**src/rtl/drum_mul_pipe.sv**
```systemverilog
// drum_mul_pipe: three-stage pipelined DRUM approximate multiplier.
//   Each operand is reduced to its magnitude, then truncated to a K-bit mantissa
//   (leading one kept, LSB forced to 1 to centre the truncation error) plus a
//   shift amount. The mantissas are multiplied, shifted back and re-signed.
// Ports:
//   clk, rst_n            clock (rising edge), asynchronous active-low reset
//   in_valid / in_ready   operand handshake for a, b, sign_mode
//   a, b                  N-bit operands
//   sign_mode             0: unsigned operands, 1: two's complement operands
//   out_valid / out_ready result handshake for r
//   r                     2N-bit approximate product
module drum_mul_pipe #(
  parameter int unsigned N = 16,
  parameter int unsigned K = 7
) (
  input  logic           clk,
  input  logic           rst_n,
  input  logic           in_valid,
  output logic           in_ready,
  input  logic [N-1:0]   a,
  input  logic [N-1:0]   b,
  input  logic           sign_mode,
  output logic           out_valid,
  input  logic           out_ready,
  output logic [2*N-1:0] r
);

  // Wide enough for the summed shift of both operands.
  localparam int unsigned SW = $clog2(2 * (N - K) + 1);

  // Leading-one detect and DRUM truncation of one magnitude.
  function automatic void f_drum(input  logic [N-1:0]  mag,
                                 output logic [K-1:0]  mant,
                                 output logic [SW-1:0] sh);
    int unsigned p;
    logic [N-1:0] t;
    p = 0;
    for (int unsigned i = 0; i < N; i++) begin
      if (mag[i]) p = i;
    end
    if (p >= K) begin
      // Bit K-1 of t is the leading one; lower bits are the kept fraction.
      t       = mag >> (p - K + 1);
      mant    = t[K-1:0];
      mant[0] = 1'b1;
      sh      = SW'(p - K + 1);
    end else begin
      t    = '0;
      mant = mag[K-1:0];
      sh   = '0;
    end
  endfunction

  logic w_adv;

  // Stage 1 state
  logic           r_v1;
  logic [K-1:0]   r_mant_a, r_mant_b;
  logic [SW-1:0]  r_sh_a, r_sh_b;
  logic           r_neg1;
  // Stage 2 state
  logic           r_v2;
  logic [2*K-1:0] r_prod;
  logic [SW-1:0]  r_shs;
  logic           r_neg2;
  // Stage 3 state
  logic           r_v3;
  logic [2*N-1:0] r_res;

  logic [N-1:0]   w_mag_a, w_mag_b;
  logic [K-1:0]   w_mant_a, w_mant_b;
  logic [SW-1:0]  w_sh_a, w_sh_b;
  logic           w_neg;
  logic [2*K-1:0] w_prod;
  logic [SW-1:0]  w_shs;
  logic [2*N-1:0] w_mag_r, w_res;

  // Whole pipeline moves as one unit; stalls only when the output is held.
  assign w_adv     = ~r_v3 | out_ready;
  assign in_ready  = w_adv;
  assign out_valid = r_v3;
  assign r         = r_res;

  always_comb begin
    w_mant_a = '0;
    w_mant_b = '0;
    w_sh_a   = '0;
    w_sh_b   = '0;
    // -2^(N-1) negates to itself, which reads correctly as unsigned.
    w_mag_a  = (sign_mode & a[N-1]) ? -a : a;
    w_mag_b  = (sign_mode & b[N-1]) ? -b : b;
    w_neg    = sign_mode & (a[N-1] ^ b[N-1]);
    f_drum(w_mag_a, w_mant_a, w_sh_a);
    f_drum(w_mag_b, w_mant_b, w_sh_b);
  end

  always_comb begin
    w_prod  = {{K{1'b0}}, r_mant_a} * {{K{1'b0}}, r_mant_b};
    w_shs   = r_sh_a + r_sh_b;
    // Product of two K-bit mantissas shifted by at most 2(N-K) fits in 2N bits.
    w_mag_r = {{(2 * N - 2 * K){1'b0}}, r_prod} << r_shs;
    // A zero operand yields a zero product, so negation stays zero.
    w_res   = r_neg2 ? -w_mag_r : w_mag_r;
  end

  always_ff @(posedge clk or negedge rst_n) begin
    if (!rst_n) begin
      r_v1     <= 1'b0;
      r_mant_a <= '0;
      r_mant_b <= '0;
      r_sh_a   <= '0;
      r_sh_b   <= '0;
      r_neg1   <= 1'b0;
      r_v2     <= 1'b0;
      r_prod   <= '0;
      r_shs    <= '0;
      r_neg2   <= 1'b0;
      r_v3     <= 1'b0;
      r_res    <= '0;
    end else if (w_adv) begin
      r_v1 <= in_valid;
      r_v2 <= r_v1;
      r_v3 <= r_v2;
      // Data registers load only for real transactions, so r holds through bubbles.
      if (in_valid) begin
        r_mant_a <= w_mant_a;
        r_mant_b <= w_mant_b;
        r_sh_a   <= w_sh_a;
        r_sh_b   <= w_sh_b;
        r_neg1   <= w_neg;
      end
      if (r_v1) begin
        r_prod <= w_prod;
        r_shs  <= w_shs;
        r_neg2 <= r_neg1;
      end
      if (r_v2) begin
        r_res <= w_res;
      end
    end
  end

endmodule

```
**config.mk**
```make
export PLATFORM = sky130hd
export DESIGN_NAME = drum_mul_pipe
export DESIGN_NICKNAME = d
export VERILOG_FILES = /design/src/rtl/drum_mul_pipe.sv
export SDC_FILE = /design/constraint.sdc
export NUM_CORES = 1
export LEC_CHECK = 0
export ABC_AREA = 1
export BUFFER_PORTS_ARGS = -buffer_cell sky130_fd_sc_hd__buf_2
export CORE_MARGIN = 8
export CORE_UTILIZATION = 49
export CTS_CLUSTER_DIAMETER = 30
export DETAILED_ROUTE_END_ITERATION = 10
export PLACE_DENSITY_LB_ADDON = 0.2
export SLEW_MARGIN = 20
export SYNTH_ARGS = -nofsm -noshare
export SYNTH_HDL_FRONTEND = slang
export SYNTH_SLANG_ARGS = --single-unit
```
**constraint.sdc**
```tcl
create_clock -name clk -period 4.2 [get_ports clk]
set_input_delay 0.42 -clock clk [delete_from_list [all_inputs] [get_ports clk]]
set_output_delay 0.42 -clock clk [all_outputs]
set_load 0.05 [all_outputs]
```
==> impl_results.md, run 1 <==
- Status: complete, no violations
- RSZ-0062 raised after global routing: true
- Hold Fails Final Rpt: 0
- Pre-antenna DRT Iters: 5
- Number of max-cap violations: 0
- Mean cell area of the mapped netlist: 6.170 sq um
- Via count: 9023
- Max FO, Critical Path: 5
- DR iter-0 viols: 478
- RePlAce Congestion: 0.9074
- Register clock-pin slew on the reported worst setup and hold paths: 0.06 ns
- Max clock buf depth: 2
- Placed Instances: 1750
- FF+latch count, synth: 80
- Root Buffer: clkbuf_16
- Area leader, netlist: dfrtp_1
- Initial antenna violation count: 0
- CP max-delay cell: fa_1
- Starting Density: 49.35%
- Overall routing resource usage: 19.36%
- Global-route wire length before repair: 38760 microns
- Post-Syn Nets: 1581
- CP endpoint kind: register
- Clk sink count: 80
- Share of synthesized flip-flops with an asynchronous set or reset: 100.0%
- PortBufs: 70
- Top cell by count, worst path: nand2_1
- Crit path DAT: 4.30 ns
- Hold buffer count at CTS: 0
- Share of cells above drive strength 1: 14.53%
- Pin count of the biggest net entering global routing: 81
- Worst skew pair latency: 0.33 ns
- Full die area: 23210 sq um
- Overflow after GRT: 0
- Synthesized area: 9107 sq um
- Tmin final: 4.111 ns
- Die width: 152.3 microns
- Worst hold path class: input port to async pin
- FF-to-FF path depth: 21
- Share of the synthesized area in the top cell type: 21.98%
- Core area: 18460 sq um
- Detailed placer's ending HPWL: 18550 microns
- Number of unique standard cell types used by synthesis: 48
- Ant. Diodes: 0
- Final Setup Violations: 0
- Slew Limit Fails: 0
- Post-DRT Antenna Nets: 0
- YS warnings: 0
- Post-synth EDFFs: 0
- Max stage delay on crit path: 0.55 ns
- Nets: 1642
- Final period util: 97.88%
- Worst-path cell chain: nand2_1 > inv_2 > fa_1 > inv_2 > fa_1 > fa_1 > inv_1 > fa_1 > ha_1 > inv_2 > o21bai_1 > nand2_1 > nand2_1 > a21oi_2 > o21ai_2 > nand2_1 > inv_2 > o21ai_2 > nand2_1 > xor2_1 > o21ai_1
- Max Freq: 0.2433 GHz
- Main synth FF type: dfrtp_1
- Top Family by Delay on Critical Path: adder cells
- CTS tree: built
- Layout Skew: 0.006952 ns
- Critical Path Stages: 21
- H-tree Lvls: 3
- Die extent in y: 152.3 microns
- Post-Syn Instances: 1476
- Sequential fraction of the synthesis area: 21.98%
- # fillers: 1877
- Startpoint Class: register
- Most common cell in the netlist: nand2_1
- Clock buffer count from CTS: 9
- # rows: 50
- Vias in the first global route: 8197
- Most frequent cells after synthesis: nand2_1 (476), inv_1 (210), nand3_1 (146)
- # DRC: 0
- Largest cells by area after synthesis: dfrtp_1 (22%), nand2_1 (20%), inv_1 (8.7%)
- CP bufs+invs: 5
- WL final: 23080 microns
- Area Growth Syn to Fin: 11.47%
- Slew margin rel.: 34.31%
- Worst setup path category: register to register
- CP Data Required Time: 4.39 ns
- Layout Cells excl Fill: 1776
- Vias/cell: 5.081
- Detail-routed net length per standard cell: 13.00 microns
- Slew @ Worst Pin: 0.9817 ns
- I/O pin count: 71
[flip-flops by register name (all words and copies together), names as in the netlist, 5 cells and up]
| signal | flops |
|---|---|
| r | 32 |
| r_prod | 14 |
| r_mant_a | 7 |
| r_mant_b | 7 |
| r_sh_a | 5 |
| r_sh_b | 5 |
| r_shs | 5 |
[per-stage QoR]
stage | TNS [ns] | setup slack (ns) | utilization, % | hold WS, ns | cell area (sq um)
floorplan | 0 | 0.01135 | - | 0.1244 | 9112
global placement | -0.03047 | -0.03047 | 52.50 | 0.4473 | 9689
detailed placement | -0.1332 | -0.1273 | 52.50 | 0.4461 | 9689
CTS | -0.004457 | -0.004457 | 54.37 | 0.2970 | 10030
global route | -0.3989 | -0.1528 | 55.01 | 0.1731 | 10150
finish | 0 | 0.08900 | 55.01 | 0.1076 | 10150
[worst paths after layout]
path	from	to	slack, ns
max in group asynchronous	rst_n	r_mant_b[2]	3.51
worst max register to register	r_mant_b[1]	r_prod[13]	0.09
worst min-delay path	rst_n	r[20]	0.11
worst max-delay path	r_mant_b[1]	r_prod[13]	0.09
worst min register to register	r_v2	out_valid	0.47
min in group clk	b[0]	r_mant_b[0]	0.43
[layer usage]
metal	wire length (microns)	track usage (%)	vias to the layer above
met2	11230	33.68	166
met3	737	2.212	19
met4	261	4.188	0
li1	-	-	4768
met1	10850	25.33	4070
met5	0	0	-
[worst register-to-register path, delay by kind of cell, from the launching register on]
kind | cells | cell delay (ns)
AOI/OAI and AO/OA | 5 | 0.48
adders and majority gates | 5 | 2.27
xor gates and xnor gates | 1 | 0.14
buffers and inverters | 5 | 0.23
and+or+nand+nor | 5 | 0.42
DFF | 1 | 0.43
[cells by family (layout without fill, tap and decap cells)]
kind of cell | after synthesis | after routing | synth area share [%]
AND/OR/NAND/NOR | 825 | 825 | 39.40
buffers and inverters | 285 | 351 | 12.53
AO/OA/AOI/OAI | 183 | 183 | 11.31
flip-flops | 80 | 80 | 21.98
adder cells (fa/ha/maj) | 68 | 68 | 11.40
XOR/XNOR | 34 | 34 | 3.270
multiplexers | 1 | 1 | 0.1099
[cell type report]
cell class	instances	area (sq um)	share of cell area (%)
clock buffer	11	242.7	2.391
tap	234	292.8	2.884
sequential	80	2004	19.74
multi-input combinational	1111	6045	59.54
clock inverter	5	56.30	0.5546
inverter	223	839.6	8.270
timing repair buffer	112	671.9	6.618
[timing repair]
| item | 4_1_cts | 5_1_grt |
|---|---|---|
| hold endpoints to repair | 0 | 0 |
| endpoints found under the setup margin | 2 | 5 |
| resized for setup | 5 | 24 |
| pin swaps | 2 | 25 |
| setup buffers | 5 | 5 |
[cell usage in the layout (no fill, tap or decap), drive strengths merged, types with 2 or more instances in the layout]
cell / count
nor4: 4
clkinv: 3
xnor2: 11
or2: 12
a21oi: 48
nor2: 130
o21a: 2
inv: 223
nand3: 148
fa: 25
o31ai: 6
nand3b: 7
o21ai: 101
nor3: 10
a31oi: 10
dfrtp: 80
nand4: 14
a21o: 2
buf: 112
clkbuf: 11
o22ai: 8
o211ai: 3
ha: 43
xor2: 23
nand2: 500
Power of run 1 is not shown: default switching activity piles up to over one toggle a cycle in this logic, so the estimate is an artifact.
==> run 2, diff against run 1 <==
Settings changed: PLACE_DENSITY from default to 0.79, PLACE_DENSITY_LB_ADDON 0.2 to default.
==> run 2 against run 1 <==
  * The run now ends with negative setup slack left
  * First-iteration DRC count fell by 5.9%
  * Routed wire length barely moved
  * Utilization rose by 0.13 points
==> impl_results.md, run 2 (same netlist as run 1, synthesis figures left out) <==
- Global-route wire length before repair: 39650 microns (was 38760 microns)
- Worst hold path class: input port to async pin (unchanged)
- Register clock-pin slew on the reported worst setup and hold paths: 0.06 ns (about the same)
- Hold Fails Final Rpt: 0 (unchanged)
- WL final: 23080 microns (about the same)
- Die extent in y: 152.3 microns (unchanged)
- Final Setup Violations: 1 (was 0)
- Commonest cells after routing, fill and taps aside: nand2_1 (471), inv_1 (204), nand3_1 (145) (was nand2_1 (472), inv_1 (202), nand3_1 (146))
- Max FO, Critical Path: 5 (unchanged)
- Violated checks: negative setup slack
- Pre-antenna DRT Iters: 5 (unchanged)
- Nets: 1642 (unchanged)
- Core area: 18460 sq um (unchanged)
- Slew @ Worst Pin: 0.9684 ns (was 0.9817 ns)
- RePlAce Congestion: 0.9292 (was 0.9074)
- WHS: 0.02154 ns (was 0.1076 ns)
- Detailed placer's ending HPWL: 18350 microns (was 18550 microns)
- # fillers: 1800 (was 1877)
- Max clock buf depth: 2 (unchanged)
- Via count: 9257 (was 9023)
- Worst setup path category: register to register (unchanged)
- Startpoint Class: register (unchanged)
- Final period util: 101.1% (was 97.88%)
- Root Buffer: clkbuf_16 (unchanged)
- Met3 usage: 3.290% (was 2.212%)
- Clock buffer count from CTS: 9 (unchanged)
- Final instance area: 10180 sq um (was 10150 sq um)
- Crit path DAT: 4.44 ns (was 4.30 ns)
- Pin count of the biggest net entering global routing: 49 (was 81)
- Hold buffer count at CTS: 0 (unchanged)
- Vias in the first global route: 8987 (was 8197)
- DR iter-0 viols: 450 (was 478)
- Final setup margin: -0.04611 ns (was 0.08900 ns)
- Overall routing resource usage: 19.65% (was 19.36%)
- I/O pin count: 71 (unchanged)
- Ant. Diodes: 0 (unchanged)
- CP endpoint kind: register (unchanged)
- Vias/cell: 5.215 (was 5.081)
- Layout Skew: 0.005743 ns (was 0.006952 ns)
- Status: finished with violations (was complete, no violations)
- Tmin final: 4.246 ns (was 4.111 ns)
- Max Freq: 0.2355 GHz (was 0.2433 GHz)
- Full die area: 23210 sq um (unchanged)
- Initial antenna violation count: 0 (unchanged)
- Starting Density: 49.35% (unchanged)
- H-tree Lvls: 3 (unchanged)
- Met1 Usage GRT: 23.06% (was 25.33%)
- CTS tree: built (unchanged)
- PortBufs: 70 (unchanged)
- Overflow after GRT: 0 (unchanged)
- Detail-routed net length per standard cell: 13.00 microns (about the same)
- Share of cells above drive strength 1: 14.80% (was 14.53%)
- # rows: 50 (unchanged)
- Slew Limit Fails: 0 (unchanged)
- Die width: 152.3 microns (unchanged)
- Worst skew pair latency: 0.34 ns (was 0.33 ns)
- Post-DP Area: 9659 sq um (was 9689 sq um)
- Area Growth Syn to Fin: 11.73% (was 11.47%)
- Total negative setup slack: -0.04611 ns (was 0 ns)
- RSZ-0062 raised after global routing: true (unchanged)
- Clk sink count: 80 (unchanged)
- Post-DRT Antenna Nets: 0 (unchanged)
- Number of max-cap violations: 0 (unchanged)
- # DRC: 0 (unchanged)
- Max reg flops: 32 (unchanged)
- Commonest non-fill, non-tap cell in the layout: nand2_1 (unchanged)
- CP Data Required Time: 4.40 ns (was 4.39 ns)
- Slew margin rel.: 35.44% (was 34.31%)
- Reg-to-reg slack, setup: -0.05 ns (was 0.09 ns)
- Busiest layer in global routing: met2 (unchanged)
- GR met2 Demand/Resource: 35.98% (was 33.68%)
==> run 2: final timing paths <==
| check | from | to | depth (start not counted) |
|---|---|---|---|
| worst max-delay path | r_mant_b[3] | r_prod[13] | 23 |
| worst min-delay path | rst_n | r[13] | 1 |
| worst max register to register | r_mant_b[3] | r_prod[13] | 23 |
| worst min register to register | r[22] | r[22] | 2 |
| max in group asynchronous | rst_n | r_mant_a[2] | 2 |
| min in group clk | b[0] | r_mant_b[0] | 3 |
==> run 2: worst max-delay path: stages (launching register included) <==
cell	delay, ns
dfrtp_1	0.43
nand2_1	0.11
fa_1	0.55
inv_1	0.04
ha_1	0.28
inv_2	0.04
fa_1	0.48
fa_1	0.55
inv_1	0.06
ha_4	0.26
inv_1	0.05
nor2_1	0.13
nor2_1	0.07
o21bai_1	0.17
nand2_1	0.11
nand2_1	0.09
a21oi_2	0.07
o21ai_2	0.14
nand2_1	0.08
inv_2	0.07
o21ai_2	0.05
nand2_1	0.07
xor2_1	0.15
o21ai_1	0.07
==> run 2: metal layers <==
metal / vias up / share of wire [%]
li1: 4773 / -
met4: 0 / 2.3
met1: 4198 / 43
met3: 50 / 4.4
met5: - / 0
met2: 236 / 51
==> run 2: through the flow <==
stage / util (%) / worst slack [ns] / cells
finish: 55.14 / -0.04611 / 1775
global route: 55.14 / -0.2633 / 1775
CTS: 54.47 / 0.004971 / 1768
detailed placement: 52.34 / -0.1241 / 1746
global placement: 52.34 / 0.009020 / 1746
floorplan: - / 0.01135 / 1476
==> run 2: layout make-up <==
cell class | count | area, sq um | share of cell area, %
clock buffers | 12 | 256.5 | 2.521
clock inverters | 3 | 65.06 | 0.6394
inverters | 223 | 837.1 | 8.226
flip-flops and latches | 80 | 2007 | 19.72
well taps | 234 | 292.8 | 2.877
repair buffers | 112 | 671.9 | 6.603
multi-input cells | 1111 | 6046 | 59.41
==> run 2: what timing repair did <==
action | 4_1_cts | 5_1_grt
setup endpoints to repair | 1 | 5
setup buffers | 7 | 8
pin swaps | 13 | 30
gates resized for setup | 8 | 25
gates cloned | 0 | 0
Power of run 2 is left out for the same reason.
==> run 3, diff against run 2 <==
Settings changed: ABC_AREA 1 to 0.
==> run 3 against run 2 <==
  * The flow still finishes with violations (negative setup slack)
  * Utilization grew 1.3 points
  * Routed wire length grew 7.5%
  * Sequential share of layout area shrank 1.2 points
  * Design area grew 6.5%
  * Critical path type unchanged
  * Largest cell class unchanged
==> impl_results.md, run 3 <==
- Full die area: 24070 sq um (was 23210 sq um)
- # rows: 51 (was 50)
- CP endpoint kind: register (unchanged)
- Worst-path cell chain: buf_6 > nand2_1 > fa_1 > inv_1 > ha_1 > ha_1 > inv_1 > fa_1 > inv_1 > ha_4 > a21o_1 > a21oi_2 > o21bai_4 > a21oi_2 > o21bai_1 > a21oi_1 > o21bai_1 > a21oi_1 > xor2_1 > o21ai_1 (was nand2_1 > fa_1 > inv_1 > ha_1 > inv_2 > fa_1 > fa_1 > inv_1 > ha_4 > inv_1 > nor2_1 > nor2_1 > o21bai_1 > nand2_1 > nand2_1 > a21oi_2 > o21ai_2 > nand2_1 > inv_2 > o21ai_2 > nand2_1 > xor2_1 > o21ai_1)
- H-tree Lvls: 3 (unchanged)
- Global-route wire length before repair: 40990 microns (was 39650 microns)
- Post-Syn Instances: 1197 (was 1476)
- Core area: 19210 sq um (was 18460 sq um)
- Pre-CTS WS: -0.1029 ns (was -0.1241 ns)
- Commonest non-fill, non-tap cell in the layout: nand2_1 (unchanged)
- Worst hold path class: input port to register (was input port to async pin)
- Pre-antenna DRT Iters: 6 (was 5)
- Hold Fails Final Rpt: 0 (unchanged)
- Status: finished with violations (unchanged)
- Ant. Diodes: 0 (unchanged)
- Post-Syn Nets: 1302 (was 1581)
- Initial antenna violation count: 0 (unchanged)
- Final period util: 100.2% (was 101.1%)
- Vias/cell: 5.979 (was 5.215)
- Static Leak: 0.004775 uW
- Main synth FF type: dfrtp_1 (unchanged)
- Via count: 9237 (was 9257)
- Nets: 1381 (was 1642)
- Clock buffer count from CTS: 9 (unchanged)
- Vias in the first global route: 8659 (was 8987)
- Post-DP Area: 10390 sq um (was 9659 sq um)
- DR iter-0 viols: 767 (was 450)
- Layout Skew: 0.006246 ns (was 0.005743 ns)
- Worst skew pair latency: 0.35 ns (was 0.34 ns)
- Most frequent cells after synthesis: nand2_1 (166), o21ai_0 (98), dfrtp_1 (80) (was nand2_1 (476), inv_1 (210), nand3_1 (146))
- Clk sink count: 80 (unchanged)
- Post-DRT Antenna Nets: 0 (unchanged)
- CTS tree: built (unchanged)
- Area Growth Syn to Fin: 14.21% (was 11.73%)
- Max IR drop VDD: 0.0006213 V
- Crit path DAT: 4.41 ns (was 4.44 ns)
- CP Data Required Time: 4.40 ns (about the same)
- Max FO, Critical Path: 3 (was 5)
- Violated checks: negative setup slack (unchanged)
- Sequential fraction of the synthesis area: 21.11% (was 21.98%)
- Max Freq: 0.2376 GHz (was 0.2355 GHz)
- Root Buffer: clkbuf_16 (unchanged)
- Tmin final: 4.208 ns (was 4.246 ns)
- # fillers: 1697 (was 1800)
- Pwr dens: 924.7 nW/um^2
- Final Setup Violations: 1 (unchanged)
- Final instance area: 10830 sq um (was 10180 sq um)
- CP max-delay cell: fa_1 (unchanged)
- Post-synth EDFFs: 0 (unchanged)
- Max stage delay on crit path: 0.55 ns (about the same)
- FF+latch count, synth: 80 (unchanged)
- Die extent in y: 155.1 microns (was 152.3 microns)
- Starting Density: 49.38% (was 49.35%)
- Max clock buf depth: 2 (unchanged)
- Top cell by count, worst path: inv_1 (was nand2_1)
- Overall routing resource usage: 20.20% (was 19.65%)
- Worst setup path category: register to register (unchanged)
- Share of synthesized flip-flops with an asynchronous set or reset: 100.0% (unchanged)
- Overflow after GRT: 0 (unchanged)
- Slew Limit Fails: 0 (unchanged)
- Detail-routed net length per standard cell: 16.06 microns (was 13.00 microns)
- Fin util: 56.40% (was 55.14%)
- # DRC: 0 (unchanged)
- Largest cells by area after synthesis: dfrtp_1 (21%), nand2_1 (6.6%), ha_1 (5.7%) (was dfrtp_1 (22%), nand2_1 (20%), inv_1 (8.7%))
- Final setup margin: -0.007999 ns (was -0.04611 ns)
- WL final: 24820 microns (was 23080 microns)
- Share of cells above drive strength 1: 17.89% (was 14.80%)
- I/O pin count: 71 (unchanged)
- Mean cell area of the mapped netlist: 7.924 sq um (was 6.170 sq um)
- Share of the synthesized area in the top cell type: 21.11% (was 21.98%)
- Die width: 155.1 microns (was 152.3 microns)
- YS warnings: 0 (unchanged)
- RePlAce Congestion: 0.9124 (was 0.9292)
- Most common cell in the netlist: nand2_1 (unchanged)
- Startpoint Class: register (unchanged)
- Detailed placer's ending HPWL: 18930 microns (was 18350 microns)
- Register clock-pin slew on the reported worst setup and hold paths: 0.06 ns (about the same)
- Pin count of the biggest net entering global routing: 81 (was 49)
- RSZ-0062 raised after global routing: true (unchanged)
- Number of max-cap violations: 0 (unchanged)
- Commonest cells after routing, fill and taps aside: nand2_1 (166), o21ai_0 (96), dfrtp_1 (80) (was nand2_1 (471), inv_1 (204), nand3_1 (145))
- Slew @ Worst Pin: 1.060 ns (was 0.9684 ns)
- Number of unique standard cell types used by synthesis: 85 (was 48)
- Area leader, netlist: dfrtp_1 (unchanged)
- Slew margin rel.: 29.33% (was 35.44%)
- PortBufs: 70 (unchanged)
- Synthesized area: 9485 sq um (was 9107 sq um)
- Max reg flops: 32 (unchanged)
-- run 3: what timing repair did --
item                                    4_1_cts  5_1_grt
buffers inserted                              2        1
endpoints found under the setup margin        2        5
hold buffers                                  0        1
resized for setup                             1       17
hold endpoints to repair                      0       19
pin swaps                                     6        9
-- run 3: through the flow --
stage	total power (uW)	instances	TNS, ns	hold WS (ns)
5_1_grt	10900	1545	-0.3922	0.4122
4_1_cts	9389	1542	0	0.2708
3_3_place_gp	8166	1525	0	0.4559
2_1_floorplan	6533	1197	0	0.1244
6_report	10020	1545	-0.007999	0.3961
3_5_place_dp	8351	1525	-0.1623	0.4647
-- run 3: area by class of cell --
cell class / instances / area, sq um / area share, %
tap: 265 / 331.6 / 3.061
clock buffer: 11 / 252.7 / 2.333
timing repair buffer: 146 / 953.4 / 8.801
sequential: 80 / 2002 / 18.48
clock inverter: 4 / 53.80 / 0.4967
inverter: 70 / 265.3 / 2.449
multi-input combinational: 969 / 6974 / 64.38
-- run 3: worst paths after layout --
kind	cells past startpoint	start	slack [ns]	endpoint
setup / recovery	20	r_mant_b[3]	-0.008	r_prod[12]
hold / removal	3	b[0]	0.40	r_mant_b[0]
setup reg to reg	20	r_mant_b[3]	-0.008	r_prod[12]
hold reg to reg	2	r[0]	0.47	r[0]
max in group asynchronous	3	rst_n	3.11	r_prod[3]
min in group asynchronous	2	rst_n	0.51	r[15]
-- run 3: kinds of logic after synthesis --
group                    after synthesis  share of synthesized area (%)
AND/OR/NAND/NOR                      434                          22.42
AO/OA/AOI/OAI                        325                          22.69
buffers and inverters                148                          6.226
flip-flops                            80                          21.11
XOR/XNOR                              72                          6.648
multiplexers                          70                          9.959
adder cells (fa/ha/maj)               68                          10.95
-- run 3: worst max-delay path: cells and delay by family (launching register included) --
family / cells / cell delay, ns
compound gates: 9 / 1.29
simple gates: 1 / 0.07
flops: 1 / 0.38
xor+xnor: 1 / 0.16
buf+inv: 4 / 0.28
fa+ha+maj: 5 / 1.89
-- run 3: per-layer routing --
| metal | vias up | GRT usage, % | routed length, microns |
|---|---|---|---|
| met5 | - | 0 | 0 |
| met4 | 0 | 7.933 | 765 |
| met3 | 67 | 2.746 | 1395 |
| met2 | 367 | 34.39 | 11870 |
| met1 | 4329 | 25.49 | 10790 |
| li1 | 4474 | - | - |
-- run 3: where the power goes --
group | internal (uW) | total (uW) | switching (uW)
combinational | 3470 | 7810 | 4340
sequential | 1080 | 1400 | 325
clock | 490 | 808 | 318
total | 5040 | 10000 | 4980
Power figures use the tool's default switching activity.
